===== config.mk =====
export PLATFORM = sky130hd
export DESIGN_NAME = fp_mul_apb_queue_flat
export DESIGN_NICKNAME = d
export VERILOG_FILES = /design/src/rtl/fp_apb_pkg.sv /design/src/rtl/fp_mul_apb_queue_if.sv /design/src/rtl/sync_fifo.sv /design/src/rtl/verilog_multiplier.sv /design/src/rtl/fp_mul_apb_queue.sv /design/src/flat_wrapper.sv
export SDC_FILE = /design/constraint.sdc
export NUM_CORES = 2
export LEC_CHECK = 0
export CORE_ASPECT_RATIO = 0.5
export CORE_UTILIZATION = 40
export CTS_BUF_LIST = sky130_fd_sc_hd__clkbuf_4 sky130_fd_sc_hd__clkbuf_8 sky130_fd_sc_hd__clkbuf_16
export DETAILED_ROUTE_END_ITERATION = 8
export PLACE_DENSITY = 0.66
export SLEW_MARGIN = 20
export SYNTH_ARGS = -nofsm -noshare
export SYNTH_HDL_FRONTEND = slang
export SYNTH_HIERARCHICAL = 1
export SYNTH_SLANG_ARGS = --single-unit

===== constraint.sdc =====
create_clock -name pclk -period 12.3 [get_ports pclk]
set_clock_uncertainty 0.15 [all_clocks]
set_input_delay 2.46 -clock pclk [delete_from_list [all_inputs] [get_ports pclk]]
set_output_delay 2.46 -clock pclk [all_outputs]
set_load 0.02 [all_outputs]

===== src/rtl/fp_apb_pkg.sv =====
// Shared definitions for the queued FP multiplier: register offsets,
// STATUS/CTRL bit positions, engine state encoding and APB response codes.
package fp_apb_pkg;

  localparam logic [2:0] REG_OPA    = 3'd0;
  localparam logic [2:0] REG_OPB    = 3'd1;
  localparam logic [2:0] REG_RESULT = 3'd2;
  localparam logic [2:0] REG_STATUS = 3'd3;
  localparam logic [2:0] REG_CTRL   = 3'd4;

  localparam int STAT_BUSY      = 0;
  localparam int STAT_JOB_FULL  = 1;
  localparam int STAT_JOB_EMPTY = 2;
  localparam int STAT_RES_FULL  = 3;
  localparam int STAT_RES_EMPTY = 4;
  localparam int STAT_OVF       = 5;
  localparam int STAT_UDF       = 6;
  localparam int STAT_TMO       = 7;
  localparam int STAT_JCNT      = 8;
  localparam int STAT_RCNT      = 16;

  localparam int CTRL_FLUSH = 0;
  localparam int CTRL_CLR   = 1;

  localparam logic RESP_OK  = 1'b0;
  localparam logic RESP_ERR = 1'b1;

  typedef enum logic [1:0] {
    ENG_IDLE    = 2'd0,
    ENG_ISSUE   = 2'd1,
    ENG_RELEASE = 2'd2
  } eng_state_e;

endpackage


===== src/rtl/fp_mul_apb_queue_if.sv =====
// APB bus bundle between the platform master and the queued FP multiplier.
interface fp_mul_apb_queue_if;
  logic [31:0] paddr;
  logic        psel;
  logic        penable;
  logic        pwrite;
  logic [31:0] pwdata;
  logic        pready;
  logic [31:0] prdata;
  logic        pslverr;

  modport master (output paddr, psel, penable, pwrite, pwdata,
                  input  pready, prdata, pslverr);
  modport slave  (input  paddr, psel, penable, pwrite, pwdata,
                  output pready, prdata, pslverr);
endinterface


===== src/rtl/sync_fifo.sv =====
// Synchronous FIFO with wrap-bit pointers; flush overrides any same-cycle push/pop.
module sync_fifo #(
  parameter int unsigned WIDTH = 32,
  parameter int unsigned DEPTH = 4,
  localparam int unsigned AW = $clog2(DEPTH)
) (
  input  logic             clk,
  input  logic             rst,
  input  logic             flush,
  input  logic             push,
  input  logic [WIDTH-1:0] wdata,
  input  logic             pop,
  output logic [WIDTH-1:0] rdata,
  output logic             full,
  output logic             empty,
  output logic [AW:0]      count
);

  localparam logic [AW:0] PTR_ONE = 1;

  logic [WIDTH-1:0] mem [DEPTH];
  logic [AW:0]      wr_ptr;
  logic [AW:0]      rd_ptr;
  logic             do_push;
  logic             do_pop;

  assign empty   = (wr_ptr == rd_ptr);
  assign full    = (wr_ptr[AW-1:0] == rd_ptr[AW-1:0]) && (wr_ptr[AW] != rd_ptr[AW]);
  assign count   = wr_ptr - rd_ptr;
  assign do_pop  = pop & ~empty;
  // a push into a full FIFO is fine when the head leaves in the same cycle
  assign do_push = push & (~full | do_pop);
  assign rdata   = mem[rd_ptr[AW-1:0]];

  always_ff @(posedge clk) begin
    if (rst || flush) begin
      wr_ptr <= '0;
      rd_ptr <= '0;
    end else begin
      if (do_push) wr_ptr <= wr_ptr + PTR_ONE;
      if (do_pop)  rd_ptr <= rd_ptr + PTR_ONE;
    end
  end

  always_ff @(posedge clk) begin
    if (do_push && !flush) mem[wr_ptr[AW-1:0]] <= wdata;
  end

endmodule


===== src/rtl/verilog_multiplier.sv =====
// Multi-cycle single-precision multiplier core: computes while ready is high,
// raises done with res after a fixed latency, drops done when ready falls.
module verilog_multiplier (
  input  logic        clk,
  input  logic        rst,
  input  logic        ready,
  input  logic [31:0] op1,
  input  logic [31:0] op2,
  output logic        done,
  output logic [31:0] res
);

  logic [47:0] prod;
  logic        sgn;
  logic        norm;
  logic [22:0] frac;
  logic        guard;
  logic        sticky;
  logic        rnd;
  logic [23:0] frac_r;
  logic [9:0]  esum;
  logic [31:0] res_c;
  logic [1:0]  lat;

  // denormals flush to zero, NaN collapses to infinity, round to nearest even
  always_comb begin
    sgn  = op1[31] ^ op2[31];
    prod = {24'b0, 1'b1, op1[22:0]} * {24'b0, 1'b1, op2[22:0]};
    norm = prod[47];
    if (norm) begin
      frac   = prod[46:24];
      guard  = prod[23];
      sticky = |prod[22:0];
    end else begin
      frac   = prod[45:23];
      guard  = prod[22];
      sticky = |prod[21:0];
    end
    rnd    = guard & (sticky | frac[0]);
    frac_r = {1'b0, frac} + {23'b0, rnd};
    esum   = {2'b0, op1[30:23]} + {2'b0, op2[30:23]} + {9'b0, norm} + {9'b0, frac_r[23]};
    if (op1[30:23] == 8'h00 || op2[30:23] == 8'h00)
      res_c = {sgn, 31'b0};
    else if (op1[30:23] == 8'hFF || op2[30:23] == 8'hFF || esum >= 10'd382)
      res_c = {sgn, 8'hFF, 23'b0};
    else if (esum <= 10'd127)
      res_c = {sgn, 31'b0};
    else
      res_c = {sgn, 8'(esum - 10'd127), frac_r[22:0]};
  end

  always_ff @(posedge clk) begin
    if (rst) begin
      done <= 1'b0;
      res  <= '0;
      lat  <= '0;
    end else if (!ready) begin
      done <= 1'b0;
      lat  <= '0;
    end else if (!done) begin
      if (lat == 2'd2) begin
        done <= 1'b1;
        res  <= res_c;
      end else begin
        lat <= lat + 2'd1;
      end
    end
  end

endmodule


===== src/rtl/fp_mul_apb_queue.sv =====
// APB register file feeding a job FIFO, an engine that drives the multiplier
// core one job at a time, and a result FIFO read back through RESULT.
//
// state   | meaning
// IDLE    | waiting for a queued job and room in the result FIFO
// ISSUE   | core ready high, operands held, waiting for done or timeout
// RELEASE | ready low for one cycle so the core sees it fall between jobs
module fp_mul_apb_queue
  import fp_apb_pkg::*;
#(
  parameter int unsigned FIFO_DEPTH  = 4,
  parameter int unsigned TIMEOUT_CYC = 1024,
  parameter logic [31:0] BASE_MASK   = 32'h0000_001C
) (
  input  logic              pclk,
  input  logic              presetn,
  fp_mul_apb_queue_if.slave apb,
  output logic              irq
);

  localparam int unsigned CW = $clog2(FIFO_DEPTH) + 1;
  localparam int unsigned TW = $clog2(TIMEOUT_CYC + 1);
  localparam logic [TW-1:0] TMR_LOAD = TW'(TIMEOUT_CYC - 1);

  logic [31:0]   addr_m;
  logic [2:0]    off;
  logic          access;
  logic          unused_addr;
  logic [31:0]   prdata_c;
  logic          pslverr_c;

  logic [31:0]   opa_q;
  logic          ovf_q, udf_q, tmo_q;
  logic          opa_we, job_push, res_pop;
  logic          ovf_set, udf_set, tmo_set;
  logic          ctrl_flush, sticky_clr;
  logic [31:0]   status;

  logic [63:0]   job_head;
  logic          job_full, job_empty, job_pop;
  logic [CW-1:0] job_cnt;
  logic [31:0]   res_head;
  logic          res_full, res_empty, res_push;
  logic [CW-1:0] res_cnt;

  eng_state_e    state, state_nxt;
  logic [63:0]   op_q;
  logic [TW-1:0] tmr;
  logic          core_kill, core_rst_q, core_rst;
  logic          core_ready, core_done;
  logic [31:0]   core_res;
  logic          busy;

  assign addr_m      = apb.paddr & BASE_MASK;
  assign off         = addr_m[4:2];
  assign unused_addr = ^{addr_m[31:5], addr_m[1:0]};
  assign access      = apb.psel & apb.penable;
  assign apb.pready  = access;
  assign apb.prdata  = prdata_c;
  assign apb.pslverr = pslverr_c;
  assign busy        = (state != ENG_IDLE);
  assign irq         = ~res_empty | ovf_q | udf_q | tmo_q;

  always_comb begin
    status                      = '0;
    status[STAT_BUSY]           = busy;
    status[STAT_JOB_FULL]       = job_full;
    status[STAT_JOB_EMPTY]      = job_empty;
    status[STAT_RES_FULL]       = res_full;
    status[STAT_RES_EMPTY]      = res_empty;
    status[STAT_OVF]            = ovf_q;
    status[STAT_UDF]            = udf_q;
    status[STAT_TMO]            = tmo_q;
    status[STAT_JCNT +: 8]      = 8'(job_cnt);
    status[STAT_RCNT +: 8]      = 8'(res_cnt);
  end

  always_comb begin
    prdata_c   = '0;
    pslverr_c  = RESP_OK;
    opa_we     = 1'b0;
    job_push   = 1'b0;
    res_pop    = 1'b0;
    ovf_set    = 1'b0;
    udf_set    = 1'b0;
    ctrl_flush = 1'b0;
    sticky_clr = 1'b0;
    if (access) begin
      case (off)
        REG_OPA: begin
          if (apb.pwrite) opa_we = 1'b1;
          else            prdata_c = opa_q;
        end
        REG_OPB: begin
          if (apb.pwrite) begin
            if (job_full) begin
              pslverr_c = RESP_ERR;
              ovf_set   = 1'b1;
            end else begin
              job_push = 1'b1;
            end
          end
        end
        REG_RESULT: begin
          if (apb.pwrite) begin
            pslverr_c = RESP_ERR;
          end else if (res_empty) begin
            pslverr_c = RESP_ERR;
            udf_set   = 1'b1;
          end else begin
            prdata_c = res_head;
            res_pop  = 1'b1;
          end
        end
        REG_STATUS: begin
          if (apb.pwrite) pslverr_c = RESP_ERR;
          else            prdata_c  = status;
        end
        REG_CTRL: begin
          if (apb.pwrite) begin
            ctrl_flush = apb.pwdata[CTRL_FLUSH];
            sticky_clr = apb.pwdata[CTRL_CLR];
          end
        end
        default: pslverr_c = RESP_ERR;
      endcase
    end
  end

  always_ff @(posedge pclk) begin
    if (presetn) begin
      opa_q <= '0;
      ovf_q <= 1'b0;
      udf_q <= 1'b0;
      tmo_q <= 1'b0;
    end else begin
      if (opa_we) opa_q <= apb.pwdata;
      ovf_q <= ovf_set | (ovf_q & ~sticky_clr);
      udf_q <= udf_set | (udf_q & ~sticky_clr);
      tmo_q <= tmo_set | (tmo_q & ~sticky_clr);
    end
  end

  sync_fifo #(.WIDTH(64), .DEPTH(FIFO_DEPTH)) u_job_fifo (
    .clk   (pclk),
    .rst   (presetn),
    .flush (ctrl_flush),
    .push  (job_push),
    .wdata ({opa_q, apb.pwdata}),
    .pop   (job_pop),
    .rdata (job_head),
    .full  (job_full),
    .empty (job_empty),
    .count (job_cnt)
  );

  sync_fifo #(.WIDTH(32), .DEPTH(FIFO_DEPTH)) u_res_fifo (
    .clk   (pclk),
    .rst   (presetn),
    .flush (ctrl_flush),
    .push  (res_push),
    .wdata (core_res),
    .pop   (res_pop),
    .rdata (res_head),
    .full  (res_full),
    .empty (res_empty),
    .count (res_cnt)
  );

  always_ff @(posedge pclk) begin
    if (presetn) begin
      state      <= ENG_IDLE;
      op_q       <= '0;
      tmr        <= TMR_LOAD;
      core_rst_q <= 1'b0;
    end else begin
      state      <= state_nxt;
      core_rst_q <= core_kill;
      if (job_pop) op_q <= job_head;
      if (state != ENG_ISSUE) tmr <= TMR_LOAD;
      else if (tmr != '0)     tmr <= tmr - TW'(1);
    end
  end

  // result space is reserved at IDLE, so the push on done never meets a full FIFO
  always_comb begin
    state_nxt  = state;
    job_pop    = 1'b0;
    res_push   = 1'b0;
    tmo_set    = 1'b0;
    core_kill  = 1'b0;
    core_ready = 1'b0;
    case (state)
      ENG_IDLE: begin
        if (!ctrl_flush && !job_empty && !res_full) begin
          job_pop   = 1'b1;
          state_nxt = ENG_ISSUE;
        end
      end
      ENG_ISSUE: begin
        core_ready = 1'b1;
        if (ctrl_flush) begin
          core_kill = 1'b1;
          state_nxt = ENG_RELEASE;
        end else if (core_done) begin
          res_push  = 1'b1;
          state_nxt = ENG_RELEASE;
        end else if (tmr == '0) begin
          tmo_set   = 1'b1;
          core_kill = 1'b1;
          state_nxt = ENG_RELEASE;
        end
      end
      ENG_RELEASE: state_nxt = ENG_IDLE;
      default:     state_nxt = ENG_IDLE;
    endcase
  end

  assign core_rst = presetn | core_rst_q;

  verilog_multiplier u_core (
    .clk   (pclk),
    .rst   (core_rst),
    .ready (core_ready),
    .op1   (op_q[63:32]),
    .op2   (op_q[31:0]),
    .done  (core_done),
    .res   (core_res)
  );

endmodule


===== src/flat_wrapper.sv =====
// flat-port wrapper written by rule: the top's interface ports become plain ports
module fp_mul_apb_queue_flat import fp_apb_pkg::*;
#(
  parameter int unsigned FIFO_DEPTH  = 4,
  parameter int unsigned TIMEOUT_CYC = 1024,
  parameter logic [31:0] BASE_MASK   = 32'h0000_001C
)
  (pclk, presetn, irq, apb_paddr, apb_psel, apb_penable, apb_pwrite, apb_pwdata, apb_pready, apb_prdata, apb_pslverr);
  fp_mul_apb_queue_if apb_i ();
  input  logic pclk;
  input  logic presetn;
  output logic irq;
  input wire logic [$bits(apb_i.paddr)-1:0] apb_paddr;
  input wire logic [$bits(apb_i.psel)-1:0] apb_psel;
  input wire logic [$bits(apb_i.penable)-1:0] apb_penable;
  input wire logic [$bits(apb_i.pwrite)-1:0] apb_pwrite;
  input wire logic [$bits(apb_i.pwdata)-1:0] apb_pwdata;
  output wire logic [$bits(apb_i.pready)-1:0] apb_pready;
  output wire logic [$bits(apb_i.prdata)-1:0] apb_prdata;
  output wire logic [$bits(apb_i.pslverr)-1:0] apb_pslverr;
  assign apb_i.paddr = apb_paddr;
  assign apb_i.psel = apb_psel;
  assign apb_i.penable = apb_penable;
  assign apb_i.pwrite = apb_pwrite;
  assign apb_i.pwdata = apb_pwdata;
  assign apb_pready = apb_i.pready;
  assign apb_prdata = apb_i.prdata;
  assign apb_pslverr = apb_i.pslverr;
  fp_mul_apb_queue #(.FIFO_DEPTH(FIFO_DEPTH), .TIMEOUT_CYC(TIMEOUT_CYC), .BASE_MASK(BASE_MASK)) u_core (.pclk(pclk), .presetn(presetn), .apb(apb_i), .irq(irq));
endmodule

# Word level (Yosys, flattened, before mapping)
# Memory sizes are Yosys's and may differ from the RTL's. A register that Yosys moved wholly into a read port is not among the register bits.
# Index checks and enable logic that the tools add are counted.
dict set report word_totals {
  latch_bits 0
  mem_bits_ro 0
  n_memories 2
  mem_bits_rw 384
  wordCells 171
  reg_bits 96
}
dict set report classes {
  addsub 13
  n_mux 64
  n_mul 1
  bitwise_logic 29
  n_div 0
  shift 0
  reduce_logical 29
  magnitude_cmp 2
  eq_ne 17
}
# name depth word_bits rd rd_ports_with_merged_regs wr line_no
set memory_table {}
lappend memory_table {u_core.u_job_fifo.mem 4 64 1 1 1 sync_fifo.sv:21} ;# logic [WIDTH-1:0] mem [DEPTH];
lappend memory_table {u_core.u_res_fifo.mem 4 32 1 1 1 sync_fifo.sv:21}
# operator count
set op_table {}
lappend op_table {{$mux 32} 4}
lappend op_table {{$pmux 32 s3} 1}
lappend op_table {{$mux 31} 3}
lappend op_table {{$mul 24x24->48} 1}
lappend op_table {{$mux 1} 46}
lappend op_table {{$add 23x1->24} 1}
lappend op_table {{$mux 23} 1}
lappend op_table {{$reduce_or 23->1} 1}
lappend op_table {{$reduce_or 22->1} 1}
lappend op_table {{$mux 19} 1}
lappend op_table {{$eq 8x8->1 const B} 2}
lappend op_table {{$logic_not 8->1} 2}
lappend op_table {{$add 3x1->3 const B} 4}
lappend op_table {{$mux 2} 6}
lappend op_table {{$logic_not 11->1} 1}
lappend op_table {{$reduce_bool 11->1} 1}
lappend op_table {{$sub 11x1->11 const B} 1}
lappend op_table {{$add 10x1->10} 1}
lappend op_table {{$add 9x1->10} 1}
lappend op_table {{$ge 10x9->1 const B} 1}
lappend op_table {{$le 10x7->1 const B} 1}
lappend op_table {{$or 1x1->1} 10}
lappend op_table {{$add 8x8->9} 1}
lappend op_table {{$and 1x1->1} 9}
lappend op_table {{26 further kinds} 54}

# Depth between registers and ports, before layout
dict set report depth {
  ltp_word 14
  mapped_depth 45
  depth_no_buf 42
}

# Modules after synthesis
# The synthesis kept the hierarchy.
# mod area_per_inst_um2 n_inst cells_each seq_area_each_um2
set by_module_without_submodules {}
lappend by_module_without_submodules {verilog_multiplier 22674.2 1 2671 700.7}
lappend by_module_without_submodules {{sync_fifo (u_core.u_job_fifo)} 9760.6 1 392 7847.5}
lappend by_module_without_submodules {{sync_fifo (u_core.u_res_fifo)} 5156.2 1 225 4003.8}
lappend by_module_without_submodules {fp_mul_apb_queue 4785.8 1 616 2262.2}

# Least setup slack after synthesis
# OpenSTA, ideal clock, no wires.
dict set report synth_timing {
  path_kind {flip-flop to flip-flop}
  startpoint {reg u_core.op_q[12] (read register of u_core.u_job_fifo.mem)}
  endpoint {reg u_core.u_core.res[20]}
  arrival_time_ns 10.436
  path_stages_with_launch 43
  setup_ns 0.122
  required_time_ns 12.028
  setup_slack_ns 1.592
  path_buffers 4
  path_cell_list {dfxtp_1 > clkbuf_1 > clkbuf_1 > nand2_1 > fa_1 > inv_1 > fa_1 > inv_1 > fa_1 > fa_1 > inv_1 > fa_1 > fa_1 > inv_1 > fa_1 > inv_1 > ha_1 > buf_2 > (+7 left out) > and3_1 > nand4b_1 > nor2b_1 > fa_1 > ha_1 > fa_1 > a21o_1 > a21oi_1 > o21bai_1 > a21oi_1 > o21ai_0 > xor2_1 > o211a_1 > and2_1 > buf_1 > and3_1 > mux2_1 > a221o_1}
}
dict set report synth_via {
  elab_chain_cells 11
  elab_cells_between_ends 17
  cone_classes {3 x add/sub; 1 x mul; 2 x order compare; 6 x mux; 2 x bitwise; 3 x reduce/logical}
}
# item line_no
set synth_lines {}
lappend synth_lines {{start: declaration} fp_mul_apb_queue.sv:47} ;# logic [63:0] op_q;
lappend synth_lines {{$mul 24x24->48 *} verilog_multiplier.sv:28} ;# prod = {24'b0, 1'b1, op1[22:0]} * {24'b0, 1'b1, op2[22:0]};
lappend synth_lines {{$reduce_or 23->1 / $reduce_or 22->1 (equally long branches)} {verilog_multiplier.sv:33, verilog_multiplier.sv:37}}
lappend synth_lines {{$mux 1} verilog_multiplier.sv:30} ;# if (norm) begin
lappend synth_lines {{$or 1x1->1} verilog_multiplier.sv:39} ;# rnd = guard & (sticky | frac[0]);
lappend synth_lines {{$and 1x1->1} verilog_multiplier.sv:39}
lappend synth_lines {{$add 23x1->24} verilog_multiplier.sv:40} ;# frac_r = {1'b0, frac} + {23'b0, rnd};
lappend synth_lines {{$add 10x1->10} verilog_multiplier.sv:41} ;# esum = {2'b0, op1[30:23]} + {2'b0, op2[30:23]} + {9'b0, norm} + {9'b0, frac_r[23]};
lappend synth_lines {{$le 10x7->1 / $ge 10x9->1 (equally long branches)} {verilog_multiplier.sv:46, verilog_multiplier.sv:44}}
lappend synth_lines {{$mux 31 / $logic_or 1x1->1 (equally long branches)} {verilog_multiplier.sv:46, verilog_multiplier.sv:44}}
lappend synth_lines {{$mux 31 *} verilog_multiplier.sv:44} ;# else if (op1[30:23] == 8'hFF || op2[30:23] == 8'hFF || esum >= 10'd382)
lappend synth_lines {{$mux 31 *} verilog_multiplier.sv:42} ;# if (op1[30:23] == 8'h00 || op2[30:23] == 8'h00)
lappend synth_lines {{end signal: assignment} verilog_multiplier.sv:63} ;# res <= res_c;
lappend synth_lines {{end: declaration} verilog_multiplier.sv:10} ;# output logic [31:0] res
# Mark *: on every way between the ends. The rest lies on a longest branch, timed or not.
# A chain may end at the register's enable or synchronous reset.

# Worst setup path after layout
dict set report layout_timing {
  startpoint {reg u_core.op_q[42] (read register of u_core.u_job_fifo.mem)}
  endpoint {reg u_core.u_core.res[20]}
}
# Same word-level chain as after synthesis.

==> reports/metrics.cfg <==
[grt]
grt_max_degree=75
grt_first_pass_wirelength_um=181000
overflow=0
grt_usage_pct=21.7
antenna_found_initial=4
grt_pass1_vias=30900

[placed_design]
io_buffers=74
gp_congestion=0.943
hpwl_um=86100

[routing]
routedWlPerCell_um=21.0
drtPass1Iterations=9
drt_iter0_markers=2541
wirelength_um=114000
ant_nets=0
remaining_drc_errors=0
vias_per_cell=5.36
vias=29200

[logic_synthesis]
yosysMostFrequentCell=inv_1
synthArstFlopShare_pct=0
syn-num-nets=4667
synth_simple_gate_area_share_pct=13.6
ys_seq_area_share_pct=35.0
synth.distinct_cells=101
synth.largest_area_cell=edfxtp_1
ys_seq_elements=548
netlist_area_mm2=0.0424
synth_compound_area_share_pct=7.47
synth-edff-count=384
avgSynthCellArea_um2=10.9
synthMuxAreaShare_pct=5.80
synth-adder-area-share_pct=29.1
synthTopCellsByArea=edfxtp_1 (27%), fa_1 (23%), dfxtp_1 (7.7%), ha_1 (6.1%), inv_1 (5.5%)
synth_top_family_by_area=adder cells
synth_common_cells=inv_1 (618), nand2_1 (551), fa_1 (486)
synth_cells=3904
synthFlopType=edfxtp_1
yosys.area_share.xor_xnor_pct=1.53
yosys.area.top_type_share_pct=27.2
synth_warnings=6

[floorplanning]
rows=83
dieArea_mm2=0.107
dieHeight_um=232
start_util_pct=40.8
die_w_um=462
io_pins=104
core-area_mm2=0.104

[worst_setup_path]
crit_fanout=14
crit_arrival_ns=11.99
r2r-end=u_core/u_core/res[20]
endpoint_kind=register
path_class=register to register
critPathSlowestCell=dfxtp_1
r2r_cells=40
endpoint=u_core/u_core/res[20]
cp.required_ns=12.65
worstSetupStartpoint=u_core/op_q[42]
slowest_delay_ns=0.61
crit_path_start_kind=register
crit_top_cell=fa_1
rrSetupSlack_ns=0.66
r2r_start=u_core/op_q[42]

[run_status]
outcome=finished, final reports clean

[timing]
timing.final.crit_share_pct=94.7
rsz0062_at_grt=false
setup_viol=0
relSlewSlack_pct=29.9
slew_violations=0
max_freq_mhz=85.9
hold_viol=0
layout_min_cycle_time_ns=11.64
setup-tns-final_ns=0
tightestPinTransition_ns=1.05

[clocking]
htree_levels=2
cts_tree=done
clk_latency_ns=0.64
cts_buffers=55
clk_pin_slew_ns=0.07
cts.sinks=548
clockRootBuffer=clkbuf_16
clk_path_buf_depth=3
cts_setup_buffers=0

[cells_and_area]
antenna_cells=0
fin_nets=4770
syn2layout_area_growth_pct=11.8
drive_gt1_share_pct=11.7
fillCellCount=9455
finalCoreUtilization_pct=45.7

[worst_hold_path]
hold_class=register to register
hold_start=u_core/op_q[16]

[job]
max_cap_violations=0

[power]
finalPower_w=0.00383
power.leakage_nw=19.5
peakVddDrop_v=0.000115
powerDensity_mw_per_mm2=80.9

layout make-up:
cell class	count	area [um^2]	area share [%]
Tap cell	1402	1750	3.70
Inverter	623	2340	4.94
Timing Repair Buffer	243	2040	4.32
Sequential cell	548	14800	31.3
Clock buffer	76	1570	3.32
Clock inverter	27	393	0.829
Multi-Input combinational cell	2536	24400	51.6
power breakdown:
group / switching, W / internal (W) / total (W)
Combinational: 0.0000508 / 0.0000256 / 0.0000764
Clock: 0.000737 / 0.00105 / 0.00179
Sequential: 0.00000591 / 0.00196 / 0.00197
how the worst min path moves through the flow:
stage                            to  slack [ns]  depth (start not counted)
global route        u_core/op_q[16]        0.32                          2
global placement    u_core/op_q[16]        0.30                          2
CTS                 u_core/op_q[16]        0.31                          2
floorplan           u_core/op_q[12]        0.29                          2
finish              u_core/op_q[16]        0.32                          2
detailed placement  u_core/op_q[16]        0.30                          2
layout by cell type (no fill, tap or decap), types with 13 or more instances in the layout:
cell	Yosys	final
clkbuf_16	0	55
a21oi_1	180	180
nand2_1	551	550
fa_1	486	486
ha_1	208	208
o21ai_0	49	49
nand3_1	28	28
inv_1	618	618
clkbuf_4	0	15
edfxtp_1	384	384
nor2_1	141	141
mux2i_1	26	26
buf_4	13	167
dfxtp_2	0	18
nor3_1	33	33
a21o_1	23	23
a22oi_1	34	34
clkdlybuf4s50_1	0	73
a222oi_1	13	13
xnor2_1	33	33
a21oi_2	17	17
dfxtp_1	164	144
mux4_2	96	96
xor2_1	30	30
and3_1	26	26
a211oi_1	15	14
and2_1	255	255
o211ai_1	18	18
nand4_1	31	31
critical path: cells and delay by family, from the launching register on:
family	cells	cell delay, ns
fa+ha+maj	11	5.04
compound gates	10	2.17
simple gates	8	1.76
buf+inv	7	0.91
flops	1	0.61
mux	2	0.49
xor+xnor	2	0.37
sequential cells by signal, summed over array words and instances, names as in the netlist, 3 cells and up, named ones only:
register and flops:
u_core/u_job_fifo/mem 256, u_core/u_job_fifo/rd_ptr 3, u_core/u_job_fifo/wr_ptr 3, u_core/u_core/res 32, u_core/u_res_fifo/rd_ptr 3, u_core/tmr 11
u_core/opa_q 32, u_core/u_res_fifo/wr_ptr 3, u_core/u_res_fifo/mem 128, u_core/op_q 64
metrics by stage:
| stage | std cells | cell area [um^2] | worst slack (ns) | hold slack, ns |
|---|---|---|---|---|
| 2_1_floorplan | 3904 | 42400 | 1.59 | 0.285 |
| 3_3_place_gp | 5352 | 45400 | 0.574 | 0.297 |
| 5_1_grt | 5455 | 47400 | 0.00244 | 0.322 |
| 3_5_place_dp | 5352 | 45400 | 0.419 | 0.301 |
| 4_1_cts | 5455 | 47300 | 0.319 | 0.308 |
| 6_report | 5455 | 47400 | 0.655 | 0.316 |
metal layers:
| layer | global-route usage [%] | up-vias | share of wire [%] | wire length [um] |
|---|---|---|---|---|
| met5 | 0 | - | 0 | 0 |
| met4 | 6.36 | 0 | 2.6 | 3010 |
| met3 | 3.12 | 144 | 7.6 | 8650 |
| met2 | 35.9 | 1069 | 47 | 53900 |
| met1 | 29.7 | 14900 | 43 | 48700 |
| li1 | - | 13100 | - | - |
repair_timing:
| action | in CTS | in global routing |
|---|---|---|
| hold buffers | 0 | 0 |
| setup endpoints to repair | 0 | 30 |
| resized for setup | 0 | 20 |
| hold endpoints to repair | 0 | 0 |
cell families (layout without fill, tap and decap cells):
family / count (synthesis) / in the layout
DFF: 548 / 548
muxes: 125 / 125
xor gates and xnor gates: 69 / 69
AOI/OAI and AO/OA: 467 / 467
adders and majority gates: 694 / 694
buffers and inverters: 820 / 969
and+or+nand+nor: 1181 / 1181
(Power assumes the default switching activity.)
